<file path="src/rtl/card_grid_renderer.sv">
// card_grid_renderer: draws a ROWS x COLS grid of memory-game cards. It holds
// per-card state (DOWN/UP/MATCHED), runs a frame-timed horizontal flip
// animation on command, and produces pixels through a 2-stage pipeline that
// reads one sprite row per pixel from a synchronous ROM.
//
// Command handshake: a command transfers on a rising clk edge where
// cmd_valid && cmd_ready. cmd_ready is simply !anim_busy, so nothing is
// accepted while a flip is running, and at most one command per cycle.
//
// Optional feature: define CARD_CURSOR_EN to add the cursor/cursor_on inputs
// and draw a 2-pixel highlight border around the selected card.
module card_grid_renderer #(
  parameter int COLS        = 4,
  parameter int ROWS        = 4,
  parameter int CARD_W      = 90,
  parameter int CARD_H      = 90,
  parameter int PITCH_X     = 100,
  parameter int PITCH_Y     = 100,
  parameter int ORIGIN_X    = 130,
  parameter int ORIGIN_Y    = 70,
  parameter int FLIP_FRAMES = 8,
  parameter logic [2:0] BACK_RGB  = 3'b100,
  parameter logic [2:0] MATCH_RGB = 3'b010
) (
  input  logic                  clk,
  input  logic                  rst_n,
  input  logic [9:0]            hcount,
  input  logic [9:0]            vcount,
  input  logic                  frame_start,
  input  logic                  cmd_valid,
  output logic                  cmd_ready,
  input  logic [1:0]            cmd_op,
  input  logic [3:0]            cmd_card,
  output logic [6:0]            rom_row,
  input  logic [CARD_W*3-1:0]   rom_data,
`ifdef CARD_CURSOR_EN
  input  logic [3:0]            cursor,
  input  logic                  cursor_on,
`endif
  output logic                  anim_busy,
  output logic                  cardon,
  output logic [2:0]            rgb
);

  localparam int NCARDS = COLS * ROWS;
  localparam int H      = FLIP_FRAMES / 2;
  localparam int STEP   = CARD_W / FLIP_FRAMES;
  localparam int CW     = (FLIP_FRAMES > 2) ? $clog2(FLIP_FRAMES) : 1;
  localparam int RB     = $clog2(CARD_W * 3);

  localparam logic [1:0] ST_DOWN    = 2'd0;
  localparam logic [1:0] ST_UP      = 2'd1;
  localparam logic [1:0] ST_MATCHED = 2'd2;

  localparam logic [1:0] OP_UP    = 2'b00;
  localparam logic [1:0] OP_DOWN  = 2'b01;
  localparam logic [1:0] OP_MATCH = 2'b10;
  localparam logic [1:0] OP_RESET = 2'b11;

  localparam logic [CW-1:0] CNT_LAST = CW'(FLIP_FRAMES - 1);
  localparam logic [CW-1:0] CNT_HALF = CW'(H);

  typedef enum logic {
    ANIM_IDLE = 1'b0,
    ANIM_RUN  = 1'b1
  } anim_state_t;

  anim_state_t   anim_state;
  logic [1:0]    card_state [16];
  logic [3:0]    anim_card;
  logic [CW-1:0] anim_cnt;
  logic [1:0]    anim_target;

  assign cmd_ready = ~anim_busy;

  // Command acceptance, card state updates and the flip animation FSM.
  always_ff @(posedge clk or negedge rst_n) begin
    if (!rst_n) begin
      anim_state  <= ANIM_IDLE;
      anim_busy   <= 1'b0;
      anim_card   <= 4'd0;
      anim_cnt    <= '0;
      anim_target <= ST_DOWN;
      for (int i = 0; i < 16; i++) card_state[i] <= ST_DOWN;
    end else begin
      case (anim_state)
        ANIM_IDLE: begin
          if (cmd_valid && int'(cmd_card) < NCARDS) begin
            case (cmd_op)
              OP_UP: begin
                if (card_state[cmd_card] == ST_DOWN) begin
                  anim_state  <= ANIM_RUN;
                  anim_busy   <= 1'b1;
                  anim_card   <= cmd_card;
                  anim_cnt    <= '0;
                  anim_target <= ST_UP;
                end
              end
              OP_DOWN: begin
                if (card_state[cmd_card] == ST_UP) begin
                  anim_state  <= ANIM_RUN;
                  anim_busy   <= 1'b1;
                  anim_card   <= cmd_card;
                  anim_cnt    <= '0;
                  anim_target <= ST_DOWN;
                end
              end
              OP_MATCH: begin
                if (card_state[cmd_card] == ST_UP) card_state[cmd_card] <= ST_MATCHED;
              end
              OP_RESET: begin
                for (int i = 0; i < 16; i++) card_state[i] <= ST_DOWN;
              end
              default: ;
            endcase
          end
        end
        ANIM_RUN: begin
          if (frame_start) begin
            if (anim_cnt == CNT_LAST) begin
              // Last animation frame: the card takes its new face now.
              card_state[anim_card] <= anim_target;
              anim_state <= ANIM_IDLE;
              anim_busy  <= 1'b0;
              anim_cnt   <= '0;
            end else begin
              anim_cnt <= anim_cnt + 1'b1;
            end
          end
        end
        default: begin
          anim_state <= ANIM_IDLE;
          anim_busy  <= 1'b0;
        end
      endcase
    end
  end

  // ---------------------------------------------------------------------
  // Stage 1: locate the pixel within the grid.
  // ---------------------------------------------------------------------
  logic       col_hit, row_hit;
  logic [3:0] col_sel, row_sel;
  logic [6:0] hx, vy;

  // Decode which card column/row the raw counters fall in, and local offsets.
  always_comb begin
    col_hit = 1'b0;
    row_hit = 1'b0;
    col_sel = 4'd0;
    row_sel = 4'd0;
    hx      = 7'd0;
    vy      = 7'd0;
    for (int c = 0; c < COLS; c++) begin
      if (hcount >= 10'(ORIGIN_X + c * PITCH_X) &&
          hcount <= 10'(ORIGIN_X + c * PITCH_X + CARD_W - 1)) begin
        col_hit = 1'b1;
        col_sel = 4'(c);
        hx      = 7'(hcount - 10'(ORIGIN_X + c * PITCH_X));
      end
    end
    for (int r = 0; r < ROWS; r++) begin
      if (vcount >= 10'(ORIGIN_Y + r * PITCH_Y) &&
          vcount <= 10'(ORIGIN_Y + r * PITCH_Y + CARD_H - 1)) begin
        row_hit = 1'b1;
        row_sel = 4'(r);
        vy      = 7'(vcount - 10'(ORIGIN_Y + r * PITCH_Y));
      end
    end
  end

  logic       s1_hit;
  logic [3:0] s1_idx;
  logic [6:0] s1_lx;
`ifdef CARD_CURSOR_EN
  logic [6:0] s1_ly;
  logic [3:0] s1_cursor;
  logic       s1_cursor_on;
`endif

  // Register the hit decode and issue the sprite row address.
  always_ff @(posedge clk or negedge rst_n) begin
    if (!rst_n) begin
      s1_hit  <= 1'b0;
      s1_idx  <= 4'd0;
      s1_lx   <= 7'd0;
      rom_row <= 7'd0;
`ifdef CARD_CURSOR_EN
      s1_ly        <= 7'd0;
      s1_cursor    <= 4'd0;
      s1_cursor_on <= 1'b0;
`endif
    end else begin
      s1_hit  <= col_hit && row_hit;
      s1_idx  <= 4'(int'(row_sel) * COLS + int'(col_sel));
      s1_lx   <= hx;
      rom_row <= (col_hit && row_hit) ? vy : 7'd0;
`ifdef CARD_CURSOR_EN
      s1_ly        <= vy;
      s1_cursor    <= cursor;
      s1_cursor_on <= cursor_on;
`endif
    end
  end

  // ---------------------------------------------------------------------
  // Stage 2: colour select.
  // ---------------------------------------------------------------------
  logic [1:0]    shown_state;
  logic          in_window;
  logic [2:0]    face_rgb;
  logic [RB-1:0] pix_base;
  logic          nxt_cardon;
  logic [2:0]    nxt_rgb;
  int            fold;
  int            inset;

  // Pick the side to show and apply the flip crop for the animating card.
  always_comb begin
    shown_state = card_state[s1_idx];
    in_window   = 1'b1;
    fold        = 0;
    inset       = 0;
    if (anim_busy && s1_idx == anim_card) begin
      fold      = (anim_cnt < CNT_HALF) ? int'(anim_cnt) : FLIP_FRAMES - 1 - int'(anim_cnt);
      inset     = fold * STEP;
      in_window = (int'(s1_lx) >= inset) && (int'(s1_lx) <= CARD_W - 1 - inset);
      if (anim_cnt >= CNT_HALF) shown_state = anim_target;
    end
  end

  // Map the shown state to a colour; the sprite is cropped, never scaled.
  always_comb begin
    pix_base = RB'(s1_lx) * RB'(3);
    case (shown_state)
      ST_DOWN: face_rgb = BACK_RGB;
      ST_UP:   face_rgb = rom_data[pix_base +: 3];
      default: face_rgb = MATCH_RGB;
    endcase
    nxt_cardon = s1_hit && in_window;
    nxt_rgb    = nxt_cardon ? face_rgb : 3'b000;
`ifdef CARD_CURSOR_EN
    // Highlight border wins over the face colour but stays inside the crop.
    if (nxt_cardon && s1_cursor_on && s1_idx == s1_cursor &&
        (int'(s1_lx) < 2 || int'(s1_lx) > CARD_W - 3 ||
         int'(s1_ly) < 2 || int'(s1_ly) > CARD_H - 3)) begin
      nxt_rgb = 3'b110;
    end
`endif
  end

  // Register the final pixel.
  always_ff @(posedge clk or negedge rst_n) begin
    if (!rst_n) begin
      cardon <= 1'b0;
      rgb    <= 3'b000;
    end else begin
      cardon <= nxt_cardon;
      rgb    <= nxt_rgb;
    end
  end

endmodule

</file>
<file path="config.mk">
export PLATFORM = sky130hd
export DESIGN_NAME = card_grid_renderer
export DESIGN_NICKNAME = d
export VERILOG_FILES = /design/src/rtl/card_grid_renderer.sv
export SDC_FILE = /design/constraint.sdc
export NUM_CORES = 1
export LEC_CHECK = 0
export CORE_AREA = 5 5 119 121
export CTS_BUF_LIST = sky130_fd_sc_hd__clkbuf_8
export DETAILED_ROUTE_END_ITERATION = 10
export DIE_AREA = 0 0 124 126
export DONT_BUFFER_PORTS = 1
export PLACE_DENSITY_LB_ADDON = 0.3
export SLEW_MARGIN = 5
export SYNTH_ARGS = -nofsm -noshare
export SYNTH_HDL_FRONTEND = slang
export SYNTH_SLANG_ARGS = --single-unit
</file>
<file path="constraint.sdc">
create_clock -name clk -period 7.3 [get_ports clk]
set_input_delay 0.73 -clock clk [delete_from_list [all_inputs] [get_ports clk]]
set_output_delay 0.73 -clock clk [all_outputs]
set_load 0.05 [all_outputs]
</file>
==> impl_metrics.yaml, run 1 <==
status:
  run_status: "complete, no violations"
pwr:
  ir_drop_worst_vdd_uv: 130
  power.density_cell_area_nw_per_um2: 253
  total_power_mw: 1.91
  leakage_nw: 2.69
worst_setup_path:
  timing.critical_path.to_type: "register"
  timing.critical_path.required_ns: 7.55
  critical_path_arrival_ns: 3.39
  ff2ff_path_depth: 8
  timing.critical_path.max_delay_family: "flip-flops"
  crit_slowest_cell: "sky130_fd_sc_hd__dfrtp_4"
  worstPathMaxFanout: 82
  timing.critical_path.depth: 8
  critical_path.n_buffers_inverters: 0
  crit_path_kind: "reg -> reg"
  crit_path_start: "s1_lx[1]"
  critPathMaxStageDelay_ns: 1.13
  r2r_end: "rgb[0]"
  path_cells: "ha_1 > nor2b_1 > o31ai_1 > a31oi_1 > nand2_1 > o311ai_0 > or2_2 > a311oi_1"
  launch_instance_of_the_worst_register_to_register_path: "s1_lx[1]"
  timing.critical_path.to: "rgb[0]"
  crit_start_category: "register"
  reg2reg_setup_slack_ns: 4.16
clock_tree:
  post_cts_buffers: 0
  cts_tree: "done"
  clock_sink_count: 65
  clkLatencyLatePin_ns: 0.36
  tritoncts.num_buffers: 9
  cts_hold_buf: 0
  cts-htree-levels: 3
  post_cts_resized: 0
  clk_pin_slew_worst_paths_ns: 0.08
  ctsRootBufferMaster: "sky130_fd_sc_hd__clkbuf_8"
  cts.path.max_buffers: 2
timing:
  clock-skew-final_ns: 0.0137
  slew_viol_final: 0
  fin_setup_tns_ns: 0
  max_freq_ghz: 0.318
  period_needed_ns: 3.14
  layout_worst_path_cycle_share: 0.430
  maxSlewHeadroom: 0.245
  rsz0062_at_grt: "no"
  report.final.setup_viol: 0
  worst-slew-pin-transition_ns: 1.13
  timing.final.hold_violations: 0
  crit_path_setup_slack_layout_ns: 4.16
logic_synthesis:
  syn-cell-area_sq_um: 7440
  synth_fp_nets: 1111
  netlist_instances: 789
  synth.lib_cells_used.distinct: 73
  postSynth.asyncResetShare: 1.00
  ys.flop_type: "sky130_fd_sc_hd__dfrtp_1"
  yosys_warnings: 0
  seq_area_frac_synth: 0.219
  post_synth.cell_area_avg_sq_um: 9.43
  synth-seq-cells: 65
  synth_edf_count: 0
finish:
  post_route_cells_drive_above_1_share: 0.169
  nNetsFinal: 1052
  final_cell_count_no_fill: 916
  layout-area-overhead-vs-synth_pct: 1.58
die:
  dieHeight_um: 126
  placement_rows: 42
  die_width_um: 124
  io_pins: 313
  start_util: 0.573
  fp.dieArea_sq_um: 15600
  floorplan.core_area_sq_um: 13000
grt:
  globalRouteTotalUtil: 0.355
  initial_antenna_violation_count: 11
  global_route_wire_length_before_repair_um: 42000
  globalRoute.totalOverflow: 0
  first_global_vias: 6975
  maximum_number_of_pins_on_one_net_before_global_route_repair: 83
drt:
  antenna_violating_nets_post_route: 0
  routed_wl_um: 28400
  viasPerCell: 7.70
  post-route-drc-count: 0
  vias: 7052
  drtPass1Iterations: 9
  route.detailed.wl_per_inst_um: 31.0
  first_iter_violations: 792
placed_design:
  setup_ws_pre_cts_ns: 4.19
  place.detailed.hpwl_um: 22300
  dp.cells: 895
  gpl.final_weighted_congestion: 0.924
  io_buffer_count: 0
worst_hold_path:
  hold_path_class: "in -> async"
flow_run:
  cap_violations: 0
-- kinds of logic after synthesis --
group                    share of synthesized area
AO/OA/AOI/OAI                                0.218
XOR/XNOR                                    0.0129
adder cells (fa/ha/maj)                     0.0383
buffers and inverters                       0.0599
flip-flops                                   0.219
multiplexers                                 0.283
AND/OR/NAND/NOR                              0.170
-- flip-flops by register name, summed over array words and instances, names as in the netlist --
register     flops
anim_busy        1
anim_state       1
cardon           1
anim_target      1
s1_hit           1
rom_row          7
anim_cnt         3
rgb              3
card_state      32
anim_card        4
s1_lx            7
s1_idx           4
-- synthesized netlist by cell type, types with 20 or more instances --
cell type                   n  area, sq um
sky130_fd_sc_hd__nor2_1    41          154
sky130_fd_sc_hd__a31oi_1   20          125
sky130_fd_sc_hd__clkbuf_1  42          158
sky130_fd_sc_hd__nand3_1   33          165
sky130_fd_sc_hd__nand2_1   62          233
sky130_fd_sc_hd__nor2b_1   22          138
sky130_fd_sc_hd__dfrtp_1   65         1630
sky130_fd_sc_hd__mux4_2    74         1670
sky130_fd_sc_hd__ha_1      22          275
sky130_fd_sc_hd__inv_1     25         93.8
sky130_fd_sc_hd__a21oi_1   54          270
sky130_fd_sc_hd__o21ai_0   36          180
-- stage by stage --
| step | hold WS [ns] | instance area, sq um | utilization |
|---|---|---|---|
| detailed placement | 0.437 | 7340 | 0.566 |
| floorplan | 0.434 | 7440 | - |
| global placement | 0.437 | 7340 | 0.566 |
| global route | 0.0330 | 7560 | 0.582 |
| CTS | 0.0471 | 7550 | 0.581 |
| finish | 0.0520 | 7560 | 0.582 |
-- per-layer routing --
layer / up-vias / routed length, um / track usage / share of wire
met4: 10 / 563 / 0.0896 / 0.020
met3: 51 / 3890 / 0.130 / 0.14
li1: 3001 / - / - / -
met1: 3424 / 10400 / 0.460 / 0.37
met2: 566 / 13500 / 0.564 / 0.48
met5: - / 68 / 0 / 0.0024
-- layout make-up --
| type | instances | area, sq um |
|---|---|---|
| clock inverters | 6 | 67.6 |
| repair buffers | 2 | 15.0 |
| clock buffers | 10 | 138 |
| inverters | 27 | 101 |
| multi-input cells | 625 | 5370 |
| diodes | 5 | 12.5 |
| flip-flops and latches | 65 | 1640 |
| fillers | 1152 | 5420 |
| well taps | 176 | 220 |
-- where the power goes --
part | internal, mW | switching (mW) | total, mW
sequential | 0.456 | 0.180 | 0.636
combinational | 0.441 | 0.515 | 0.956
clock | 0.167 | 0.153 | 0.320
total | 1.06 | 0.848 | 1.91
-- worst reg2reg max path: stages, from the launching register on --
cell                       delay, ns
sky130_fd_sc_hd__dfrtp_4        1.13
sky130_fd_sc_hd__ha_1           0.52
sky130_fd_sc_hd__nor2b_1        0.14
sky130_fd_sc_hd__o31ai_1        0.18
sky130_fd_sc_hd__a31oi_1        0.11
sky130_fd_sc_hd__nand2_1        0.08
sky130_fd_sc_hd__o311ai_0       0.21
sky130_fd_sc_hd__or2_2          0.37
sky130_fd_sc_hd__a311oi_1       0.30
-- layout by cell type (no fill, tap or decap), types with 7 or more instances in the layout --
cell	instances
sky130_fd_sc_hd__mux4_2	74
sky130_fd_sc_hd__nand2_1	62
sky130_fd_sc_hd__dfrtp_1	62
sky130_fd_sc_hd__a21oi_1	54
sky130_fd_sc_hd__nor2_1	41
sky130_fd_sc_hd__o21ai_0	36
sky130_fd_sc_hd__nand3_1	33
sky130_fd_sc_hd__inv_1	25
sky130_fd_sc_hd__nor2b_1	22
sky130_fd_sc_hd__ha_1	22
sky130_fd_sc_hd__a31oi_1	20
sky130_fd_sc_hd__nand2b_1	19
sky130_fd_sc_hd__mux2i_1	19
sky130_fd_sc_hd__nor3_1	17
sky130_fd_sc_hd__o211ai_1	16
sky130_fd_sc_hd__a211oi_1	11
sky130_fd_sc_hd__a31o_1	10
sky130_fd_sc_hd__clkbuf_8	10
sky130_fd_sc_hd__o31ai_1	9
sky130_fd_sc_hd__o22ai_1	9
sky130_fd_sc_hd__a22oi_1	7
sky130_fd_sc_hd__or2_2	7
sky130_fd_sc_hd__a31o_2	7
sky130_fd_sc_hd__xnor2_1	7
sky130_fd_sc_hd__nand4_1	7
-- how the worst min path moves through the flow --
stage           from             end  slack [ns]  depth (start not counted)
2_1_floorplan  rst_n       anim_busy        0.43                          0
3_3_place_gp   rst_n  card_state[29]        0.44                          0
3_5_place_dp   rst_n  card_state[29]        0.44                          0
4_1_cts        rst_n  card_state[29]        0.05                          0
5_1_grt        rst_n  card_state[29]        0.03                          0
6_report       rst_n  card_state[29]        0.05                          0
Power figures use the tool's default switching activity.
==> run 2: changes to the inputs <==
- CORE_AREA: 5 5 119 121 -> 5 5 118 120
- DIE_AREA: 0 0 124 126 -> 0 0 123 125
- clock period: 7.3 -> 3.05 ns (I/O delays scaled with it)
==> run 2 against run 1 <==
  * Clock power increased by 130%
  * Final cell count grew 2.4%
  * Highest routed layer unchanged
  * First-iteration DRC count is 0.88% lower
  * Clock-buffer cell count did not move
==> impl_metrics.yaml, run 2 (same netlist as run 1, synthesis figures left out) <==
status:
  run_status: "complete, no violations"
die:
  start_util: 0.578
  dieHeight_um: 125
  io_pins: 313
  fp.dieArea_sq_um: 15400
  floorplan.core_area_sq_um: 12900
  die_width_um: 123
  placement_rows: 42
finish:
  stdcell_area_sq_um: 7710
  top_regs: "card_state x32, rom_row x7, s1_lx x7"
  post_route_cells_drive_above_1_share: 0.177
  reg_with_most_ffs: "card_state"
  n_fill_cell: 1113
  multiInputGateArea_sq_um: 5370
  final_cell_count_no_fill: 938
  nNetsFinal: 1067
  layout_commonest_cell: "sky130_fd_sc_hd__mux4_2"
  seqCellArea_sq_um: 1640
  final_cell_mix: "sky130_fd_sc_hd__mux4_2 (74), sky130_fd_sc_hd__nand2_1 (62), sky130_fd_sc_hd__dfrtp_1 (62)"
  layout-area-overhead-vs-synth_pct: 3.68
  largest_register_ff_count: 32
  postLayoutCoreUtil: 0.599
drt:
  antenna_violating_nets_post_route: 0
  post-route-drc-count: 0
  viasPerCell: 7.59
  drtPass1Iterations: 6
  first_iter_violations: 785
  vias: 7123
  routed_wl_um: 28100
  route.detailed.wl_per_inst_um: 29.9
clock_tree:
  cts.path.max_buffers: 2
  cts_tree: "done"
  ctsRootBufferMaster: "sky130_fd_sc_hd__clkbuf_8"
  clkLatencyLatePin_ns: 0.36
  clk_pin_slew_worst_paths_ns: 0.07
  cts-htree-levels: 3
  tritoncts.num_buffers: 9
  post_cts_resized: 0
  clock_sink_count: 65
grt:
  maximum_number_of_pins_on_one_net_before_global_route_repair: 66
  globalRouteTotalUtil: 0.360
  global_route_wire_length_before_repair_um: 42500
  globalRoute.totalOverflow: 0
  initial_antenna_violation_count: 15
  first_global_vias: 6966
timing:
  whs_ns: 0.0343
  slew_viol_final: 0
  period_needed_ns: 2.73
  maxSlewHeadroom: 0.389
  rsz0062_at_grt: "no"
  layout_worst_path_cycle_share: 0.894
  max_freq_ghz: 0.367
  worst-slew-pin-transition_ns: 0.914
  clock-skew-final_ns: 0.00973
  crit_path_setup_slack_layout_ns: 0.325
  report.final.setup_viol: 0
  timing.final.hold_violations: 0
  fin_setup_tns_ns: 0
pwr:
  leakage_nw: 2.78
  netSwitchingPower_mw: 2.02
  power.sequential.fraction: 0.318
  power.density_cell_area_nw_per_um2: 595
  total_power_mw: 4.59
  ir_drop_worst_vdd_uv: 271
  combinationalPowerShare: 0.524
  power_report.internal_total_mw: 2.57
  clk_network_pwr_share: 0.159
  switching_share: 0.439
worst_setup_path:
  worstPathMaxFanout: 6
  timing.critical_path.required_ns: 3.31
  crit_path_kind: "reg -> reg"
  timing.critical_path.to_type: "register"
  crit_start_category: "register"
  critical_path_arrival_ns: 2.99
worst_hold_path:
  hold_path_class: "in -> reg"
flow_run:
  cap_violations: 0
placed_design:
  dp.cells: 906
  place.detailed.hpwl_um: 22200
  io_buffer_count: 0
  detailed_place.area_sq_um: 7440
  gpl.final_weighted_congestion: 0.947
  setup_ws_pre_cts_ns: 0.380
==> run 2: layout make-up <==
type	count	share of cell area
Sequential cell	65	0.212
Multi-Input combinational cell	625	0.696
Tap cell	176	0.0285
Antenna cell	12	0.00389
Clock inverter	6	0.00697
Timing Repair Buffer	17	0.0217
Clock buffer	10	0.0178
Inverter	27	0.0131
==> run 2: power groups by stage <==
| stage | combinational (mW) | sequential [mW] | clock, mW |
|---|---|---|---|
| 2_1_floorplan | 1.97 | 1.30 | 0 |
| 3_3_place_gp | 2.22 | 1.44 | 0 |
| 3_5_place_dp | 2.33 | 1.46 | 0 |
| 4_1_cts | 2.36 | 1.44 | 0.739 |
| 5_1_grt | 2.62 | 1.49 | 0.773 |
| 6_report | 2.40 | 1.46 | 0.729 |
==> run 2: metal layers <==
metal | wire length [um] | global-route usage
met1 | 10000 | 0.469
met2 | 13400 | 0.568
met3 | 3800 | 0.118
met4 | 738 | 0.119
met5 | 57 | 0
==> run 2: final timing paths <==
kind	startpoint	to	slack, ns	cells past startpoint
max	anim_cnt[0]	rgb[0]	0.32	12
max reg2reg	anim_cnt[0]	rgb[0]	0.32	12
min reg2reg	card_state[17]	card_state[17]	0.55	2
min in group asynchronous	rst_n	card_state[24]	0.55	2
min	cmd_op[0]	anim_target[0]	0.03	1
max in group asynchronous	rst_n	s1_lx[1]	2.20	2
==> run 2: repair_timing <==
item                                   CTS  global route
endpoints found under the hold margin   67             0
hold buffers                             4             0
setup buffers                            0             0
==> run 2: worst max-delay path: stages, from the launching register on <==
cell and delay, ns:
sky130_fd_sc_hd__dfrtp_1 0.39, sky130_fd_sc_hd__inv_1 0.07, sky130_fd_sc_hd__ha_1 0.34, sky130_fd_sc_hd__inv_1 0.18, sky130_fd_sc_hd__nand2b_1 0.09, sky130_fd_sc_hd__ha_1 0.30
sky130_fd_sc_hd__o211a_1 0.23, sky130_fd_sc_hd__o31ai_1 0.09, sky130_fd_sc_hd__a31oi_1 0.15, sky130_fd_sc_hd__nand2_1 0.09, sky130_fd_sc_hd__o311ai_0 0.14, sky130_fd_sc_hd__or2_2 0.34
sky130_fd_sc_hd__a311oi_1 0.23
==> run 3: changes to the inputs <==
==> constraint.sdc (replaced) <==
create_clock -name clk -period 3.05 [get_ports clk]
set_input_delay 0 -clock clk [delete_from_list [all_inputs] [get_ports clk]]
set_output_delay 0 -clock clk [all_outputs]
set_load 0.05 [all_outputs]
==> run 3 against run 2 <==
  * Clock-buffer cell count unchanged
  * Critical path depth down 1
  * Final cell count up 2.8%
  * Cell area up 3.4%
  * Critical endpoint is now rom_row[5]
==> impl_metrics.yaml, run 3 (same netlist as run 1, synthesis figures left out) <==
die:
  die_width_um: 123
  placement_rows: 42
  start_util: 0.578
  floorplan.core_area_sq_um: 12900
  dieHeight_um: 125
  io_pins: 313
  fp.dieArea_sq_um: 15400
clock_tree:
  post_cts_resized: 0
  cts-htree-levels: 3
  clk_pin_slew_worst_paths_ns: 0.08
  clkLatencyLatePin_ns: 0.35
  ctsRootBufferMaster: "sky130_fd_sc_hd__clkbuf_8"
  cts_tree: "done"
  tritoncts.num_buffers: 9
  clock_sink_count: 65
  cts.path.max_buffers: 2
timing:
  period_needed_ns: 2.85
  rsz0062_at_grt: "no"
  worst-slew-pin-transition_ns: 0.901
  layout_worst_path_cycle_share: 0.936
  timing.final.hold_violations: 0
  clock-skew-final_ns: 0.00975
  max_freq_ghz: 0.350
  slew_viol_final: 0
  maxSlewHeadroom: 0.398
  whs_ns: 0.0137
  fin_setup_tns_ns: 0
  report.final.setup_viol: 0
finish:
  nNetsFinal: 1093
  final_cell_mix: "sky130_fd_sc_hd__mux4_2 (74), sky130_fd_sc_hd__nand2_1 (62), sky130_fd_sc_hd__dfrtp_1 (62)"
  layout_commonest_cell: "sky130_fd_sc_hd__mux4_2"
  post_route_cells_drive_above_1_share: 0.171
  layout-area-overhead-vs-synth_pct: 7.18
  reg_with_most_ffs: "card_state"
  largest_register_ff_count: 32
  top_regs: "card_state x32, rom_row x7, s1_lx x7"
  n_fill_cell: 1095
pwr:
  power.sequential.fraction: 0.315
  power.density_cell_area_nw_per_um2: 581
  leakage_nw: 2.90
  power_report.internal_total_mw: 2.60
  ir_drop_worst_vdd_uv: 268
  switching_share: 0.439
  netSwitchingPower_mw: 2.04
  combinationalPowerShare: 0.528
  clk_network_pwr_share: 0.157
worst_setup_path:
  crit_path_kind: "in -> reg"
  worstPathMaxFanout: 10
  timing.critical_path.to_type: "register"
  critical_path_arrival_ns: 3.14
  crit_start_category: "input pin"
  timing.critical_path.required_ns: 3.34
drt:
  first_iter_violations: 961
  route.detailed.wl_per_inst_um: 29.8
  routed_wl_um: 28700
  viasPerCell: 7.59
  drtPass1Iterations: 5
  post-route-drc-count: 0
  antenna_violating_nets_post_route: 0
  vias: 7318
placed_design:
  io_buffer_count: 0
  gpl.final_weighted_congestion: 0.947
  place.detailed.hpwl_um: 22200
grt:
  globalRoute.totalOverflow: 0
  globalRouteTotalUtil: 0.372
  global_route_wire_length_before_repair_um: 43900
  maximum_number_of_pins_on_one_net_before_global_route_repair: 66
  first_global_vias: 7156
  initial_antenna_violation_count: 11
flow_run:
  cap_violations: 0
worst_hold_path:
  hold_path_class: "in -> reg"
status:
  run_status: "complete, no violations"
## run 3: cell types whose count changed in the layout (fill, tap and decap cells not counted)
cell and change:
sky130_fd_sc_hd__dlygate4sd3_1 +26
## run 3: what timing repair did
action	4_1_cts	5_1_grt
setup buffers	0	0
hold buffers	30	0
endpoints found under the hold margin	103	0
## run 3: metrics by stage
stage                     worst slack, ns  power (mW)  utilization  area, sq um  instances
after global placement              0.400        3.65        0.578         7440        906
final                               0.197        4.63        0.619         7980        964
after global routing               0.0586        4.93        0.618         7960        958
after detailed placement            0.380        3.78        0.578         7440        906
after floorplan                     0.257        3.27            -         7440        789
after CTS                           0.300        4.58        0.617         7950        952
## run 3: final timing paths
check | slack, ns | cells after the start | end | start
worst max-delay path | 0.20 | 11 | rom_row[5] | vcount[2]
worst min-delay path | 0.01 | 3 | s1_lx[2] | hcount[1]
worst max register to register | 0.33 | 12 | rgb[0] | anim_cnt[0]
worst min register to register | 0.55 | 2 | card_state[17] | card_state[17]
max in group asynchronous | 2.49 | 2 | s1_lx[1] | rst_n
min in group asynchronous | 0.23 | 2 | card_state[24] | rst_n
## run 3: cell type report
| type | count | area, sq um | share of cell area |
|---|---|---|---|
| clock inverter | 6 | 53.8 | 0.00675 |
| multi-input combinational | 625 | 5370 | 0.673 |
| inverter | 27 | 101 | 0.0127 |
| antenna | 12 | 30.0 | 0.00377 |
| clock buffer | 10 | 138 | 0.0173 |
| timing repair buffer | 43 | 428 | 0.0537 |
| sequential | 65 | 1640 | 0.205 |
| tap | 176 | 220 | 0.0276 |
## run 3: worst max-delay path: stages
cell,delay [ns]
sky130_fd_sc_hd__dlygate4sd3_1,0.54
sky130_fd_sc_hd__inv_1,0.11
sky130_fd_sc_hd__ha_1,0.15
sky130_fd_sc_hd__nor2b_1,0.18
sky130_fd_sc_hd__o21ai_0,0.15
sky130_fd_sc_hd__nor4b_1,0.18
sky130_fd_sc_hd__or4_1,0.64
sky130_fd_sc_hd__o21ai_0,0.23
sky130_fd_sc_hd__a31oi_1,0.07
sky130_fd_sc_hd__a221oi_1,0.29
sky130_fd_sc_hd__dlygate4sd3_1,0.58
## run 3: power groups by stage
stage	sequential, mW	clock [mW]	combinational, mW
floorplan	1.30	0	1.97
global placement	1.44	0	2.22
detailed placement	1.46	0	2.33
CTS	1.44	0.739	2.40
global route	1.49	0.775	2.66
finish	1.46	0.729	2.44
## run 3: per-layer routing
| metal | global-route usage | vias up | share of wire |
|---|---|---|---|
| met3 | 0.128 | 85 | 0.13 |
| met1 | 0.483 | 3544 | 0.36 |
| met5 | 0 | - | 0.0019 |
| met2 | 0.577 | 593 | 0.47 |
| li1 | - | 3088 | - |
| met4 | 0.137 | 8 | 0.035 |
